### src/rtl/pc_fetch_unit_pkg.sv
// Shared definitions for the PC / instruction-fetch stage: FSM encoding,
// instruction field positions and the sequential PC increment.
package pc_fetch_unit_pkg;

  typedef enum logic {
    ST_FETCH = 1'b0,
    ST_EXEC  = 1'b1
  } fetch_state_e;

  localparam int OFFSET_MSB = 23;
  localparam int OFFSET_LSB = 16;
  localparam int PC_INCR    = 4;

endpackage

### src/rtl/pc_fetch_unit_branch_target_adder.sv
// Branch/jump target: PC+4 plus the sign-extended word offset scaled to bytes.
module branch_target_adder #(
  parameter int PC_WIDTH     = 32,
  parameter int OFFSET_WIDTH = 8
) (
  input  logic [PC_WIDTH-1:0]     pc4_i,
  input  logic [OFFSET_WIDTH-1:0] offset_i,
  output logic [PC_WIDTH-1:0]     target_o
);

  logic [PC_WIDTH-1:0] offset_ext;

  assign offset_ext = {{(PC_WIDTH-OFFSET_WIDTH){offset_i[OFFSET_WIDTH-1]}}, offset_i};
  // Word offset -> byte offset; the add wraps modulo 2^PC_WIDTH.
  assign target_o   = pc4_i + {offset_ext[PC_WIDTH-3:0], 2'b00};

endmodule

### src/rtl/pc_fetch_unit.sv
// Program counter, next-PC selection and instruction register, sequenced by a
// two-state FETCH/EXEC machine with imem and dmem busywait handshakes.
module pc_fetch_unit
  import pc_fetch_unit_pkg::*;
#(
  parameter int                  PC_WIDTH     = 32,
  parameter int                  INSTR_WIDTH  = 32,
  parameter int                  OFFSET_WIDTH = 8,
  parameter logic [PC_WIDTH-1:0] RESET_PC     = '0
) (
  input  logic                   CLK,
  input  logic                   RESET,
  input  logic                   J,
  input  logic                   BEQ,
  input  logic                   BNEQ,
  input  logic                   ZERO,
  input  logic                   DMEM_BUSYWAIT,
  input  logic                   IMEM_BUSYWAIT,
  input  logic [INSTR_WIDTH-1:0] IMEM_RDATA,
  output logic                   IMEM_READ,
  output logic [PC_WIDTH-1:0]    IMEM_ADDR,
  output logic [PC_WIDTH-1:0]    PC,
  output logic [INSTR_WIDTH-1:0] INSTRUCTION,
  output logic                   INSTR_VALID
);

  fetch_state_e           state_q, state_d;
  logic [PC_WIDTH-1:0]    pc_q, pc_d;
  logic [INSTR_WIDTH-1:0] instr_q, instr_d;

  logic [PC_WIDTH-1:0]    pc4;
  logic [PC_WIDTH-1:0]    target;
  logic [PC_WIDTH-1:0]    next_pc;
  logic                   taken;

  assign pc4     = pc_q + PC_WIDTH'(PC_INCR);
  assign taken   = J | (BEQ & ZERO) | (BNEQ & ~ZERO);
  assign next_pc = taken ? target : pc4;

  branch_target_adder #(
    .PC_WIDTH    (PC_WIDTH),
    .OFFSET_WIDTH(OFFSET_WIDTH)
  ) u_target (
    .pc4_i   (pc4),
    .offset_i(instr_q[OFFSET_MSB:OFFSET_LSB]),
    .target_o(target)
  );

  always_comb begin
    state_d = state_q;
    pc_d    = pc_q;
    instr_d = instr_q;
    case (state_q)
      ST_FETCH: begin
        if (!IMEM_BUSYWAIT) begin
          instr_d = IMEM_RDATA;
          state_d = ST_EXEC;
        end
      end
      ST_EXEC: begin
        if (!DMEM_BUSYWAIT) begin
          pc_d    = next_pc;
          state_d = ST_FETCH;
        end
      end
    endcase
  end

  always_ff @(posedge CLK) begin
    if (RESET) begin
      state_q <= ST_FETCH;
      pc_q    <= RESET_PC;
      instr_q <= '0;
    end else begin
      state_q <= state_d;
      pc_q    <= pc_d;
      instr_q <= instr_d;
    end
  end

  // Handshake outputs come from the state register; RESET only masks them.
  assign IMEM_READ   = (state_q == ST_FETCH) & ~RESET;
  assign INSTR_VALID = (state_q == ST_EXEC) & ~RESET;
  assign IMEM_ADDR   = pc_q;
  assign PC          = pc_q;
  assign INSTRUCTION = instr_q;

endmodule

### config.mk
export PLATFORM = sky130hd
export DESIGN_NAME = pc_fetch_unit
export DESIGN_NICKNAME = d
export VERILOG_FILES = /design/src/rtl/pc_fetch_unit_pkg.sv /design/src/rtl/pc_fetch_unit_branch_target_adder.sv /design/src/rtl/pc_fetch_unit.sv
export SDC_FILE = /design/constraint.sdc
export NUM_CORES = 1
export LEC_CHECK = 0
export CAP_MARGIN = 20
export CORE_MARGIN = 5
export CORE_UTILIZATION = 50
export CTS_CLUSTER_DIAMETER = 40
export DETAILED_ROUTE_END_ITERATION = 16
export PLACE_DENSITY_LB_ADDON = 0.2
export SYNTH_ARGS = -nofsm -noshare
export SYNTH_HDL_FRONTEND = slang
export SYNTH_SLANG_ARGS = --single-unit
### constraint.sdc
create_clock -name CLK -period 5.7 [get_ports CLK]
set_input_delay 1.14 -clock CLK [delete_from_list [all_inputs] [get_ports CLK]]
set_output_delay 1.14 -clock CLK [all_outputs]
set_load 0.005 [all_outputs]
==> results.sh <==
export IMPL_ys_warnings_count=0
export IMPL_fmax_mhz=223
export IMPL_port_buffers=133
export IMPL_cts_tree="yes"
export IMPL_crit_family="simple AND/OR/NAND/NOR gates"
export IMPL_ant_nets=0
export IMPL_mostFrequentLayoutCell="clkdlybuf4s50_1"
export IMPL_clk_latency_ns=0.36
export IMPL_slew_viol_final=0
export IMPL_syn_instance_count=692
export IMPL_synth_async_reset_ratio_pct=0
export IMPL_tightest_slew_ns=1.13
export IMPL_ys_flop_type="dfxtp_1"
export IMPL_seq_area_frac_synth_pct=24.8
export IMPL_grt_max_degree=39
export IMPL_cts_setup_buffers=0
export IMPL_holdWs_ns=0.458
export IMPL_netlist_area_leader_share_pct=24.8
export IMPL_ys_seq_elements=63
export IMPL_worstPathRequired_ns=5.99
export IMPL_netlist_top_cell_by_area="dfxtp_1"
export IMPL_cp_end_kind="flip-flop"
export IMPL_crit_type="reg -> reg"
export IMPL_p_leak_uw=0.00252
export IMPL_met2_length_um=7910
export IMPL_initial_utilization_pct=51.6
export IMPL_cp_slowest_cell="dfxtp_1"
export IMPL_drive_above_1_share_pct=4.10
export IMPL_cp_max_fo=9
export IMPL_powerDensity_mw_per_mm2=192
export IMPL_relSlewSlack_pct=24.4
export IMPL_cts_resized=0
export IMPL_dp_cells=897
export IMPL_synth_cell_area_mm2=0.00509
export IMPL_first_pass_iters=5
export IMPL_reg2reg_slack_ns=1.22
export IMPL_clock_sinks=63
export IMPL_num_antenna_cells=0
export IMPL_period_minus_slack_ns=4.48
export IMPL_synth_cell_types=56
export IMPL_core_area_mm2=0.00986
export IMPL_die_height_um=111
export IMPL_setup_viol=0
export IMPL_place_gp_congestion=0.946
export IMPL_dr_max_layer_used="met4"
export IMPL_design_area_mm2=0.00646
export IMPL_route_detailed_drc=0
export IMPL_avgSynthCellArea_um2=7.36
export IMPL_die_area_mm2=0.0123
export IMPL_drt_iter0_markers=369
export IMPL_final_core_util_pct=65.5
export IMPL_clockBufferDepth=2
export IMPL_maxCapViolations=0
export IMPL_synth_area_top_cells="dfxtp_1, ha_1, a21oi_1"
export IMPL_finalHoldViolations=0
export IMPL_ios=138
export IMPL_met3_length_um=1100
export IMPL_final_cell_mix="clkdlybuf4s50_1, nand2_1, a21oi_1"
export IMPL_tns_ns=0
export IMPL_wl_met1_um=6530
export IMPL_synth_edf_count=0
export IMPL_critPathBufInv=0
export IMPL_grt_pass1_vias=5052
export IMPL_globalRouteOverflowTotal=0
export IMPL_status="completed"
export IMPL_via_per_inst=5.85
export IMPL_num_fill_cells=840
export IMPL_wl_per_cell_um=17.4
export IMPL_instances_no_fill=913
export IMPL_htreeDepth=3
export IMPL_antenna_found_initial=0
export IMPL_grt_usage_pct=24.8
export IMPL_cts_made_buffers=9
export IMPL_final_nets=853
export IMPL_critPathMaxStageDelay_ns=0.49
export IMPL_die_w_um=111
export IMPL_cts_hold_buffers=0
export IMPL_cp_cell_sequence="and4_1 > nand3_1 > nor4_1 > and4_1 > and3_1 > nand3_1 > xnor2_1 > ha_1 > nand4_1 > or3_1 > o21a_2 > nand3_2 > or3b_1 > xor2_1 > or3_1 > a21oi_1"
export IMPL_post_route_period_util_pct=78.6
export IMPL_rsz0062_at_grt="false"
export IMPL_hold_path_class="reg -> reg"
export IMPL_grt_pass1_wl_um=25400
export IMPL_fin_skew_ns=0.0126
export IMPL_root_buffer="clkbuf_8"
export IMPL_irDropWorstVdd_v=0.000116
export IMPL_routed_wl_um=15900
export IMPL_placed_area_mm2=0.00623
export IMPL_clk_pin_slew_worst_paths_ns=0.09
export IMPL_worstPathArrival_ns=4.78
export IMPL_hpwl_um=11700
export IMPL_fp_row_count=36
export IMPL_start_kind="flip-flop"
export IMPL_vias=5339
export IMPL_syn_to_final_growth_pct=26.9
## logic make-up after synthesis
group / Yosys count / share of synthesized area [%]
other: 1 / 0.0737
buffers and inverters: 84 / 9.56
and+or+nand+nor: 256 / 23.5
muxes: 1 / 0.197
DFF: 63 / 24.8
xor gates and xnor gates: 50 / 8.60
AOI/OAI and AO/OA: 199 / 23.8
adders and majority gates: 38 / 9.49
## routing by layer
metal	vias up	global-route usage [%]
met5	-	0
met3	24	4.86
li1	2592	-
met1	2492	30.4
met2	231	43.3
met4	0	8.37
## tightest hold or removal path, delay by kind of cell, from the launching register on
family          cells  cell delay (ns)
compound gates      1             0.05
flops               1             0.31
simple gates        1             0.05
## sequential cells by signal, summed over array words and instances, names as in the netlist
signal       flops
IMEM_ADDR       30
state_q          1
INSTRUCTION     32
## report_power, final
part / internal, µW / total (µW) / switching [µW]
Clock: 253 / 464 / 211
Combinational: 142 / 285 / 143
Sequential: 463 / 491 / 27.8
Total: 857 / 1240 / 382
## per-stage QoR
step	power, µW	worst slack (ns)
floorplan	665	1.62
global placement	775	1.46
detailed placement	783	1.32
CTS	1250	1.27
global route	1300	0.860
finish	1240	1.22
## synth_stat cells (all sizes together), types with 5 or more instances
master,number
nand4,16
a21oi,86
nor3,17
dfxtp,63
ha,37
a211oi,12
inv,14
xnor2,33
nor2,46
and4,5
nand2b,5
buf,39
nand2,108
xor2,17
nor2b,6
o211ai,5
a21o,17
o21ai,35
nor4,6
and3,5
nand3,26
or3,5
clkbuf,30
a311oi,6
## final timing paths
kind,endpoint,from,cells after the start
worst max register to register,IMEM_ADDR[31]$_SDFFE_PP0P_,IMEM_ADDR[12]$_SDFFE_PP0P_,16
worst max-delay path,IMEM_ADDR[31]$_SDFFE_PP0P_,IMEM_ADDR[12]$_SDFFE_PP0P_,16
worst min register to register,INSTRUCTION[25]$_SDFFE_PP0P_,INSTRUCTION[25]$_SDFFE_PP0P_,2
worst min-delay path,INSTRUCTION[25]$_SDFFE_PP0P_,INSTRUCTION[25]$_SDFFE_PP0P_,2
## area by class of cell
class / instances / area (µm²) / area share (%)
tap: 133 / 166 / 2.58
multi-input combinational: 548 / 3370 / 52.2
timing repair buffer: 139 / 1380 / 21.3
clock buffer: 9 / 124 / 1.92
clock inverter: 7 / 104 / 1.61
sequential: 63 / 1260 / 19.5
inverter: 14 / 52.6 / 0.814
(Power assumes the default switching activity.)
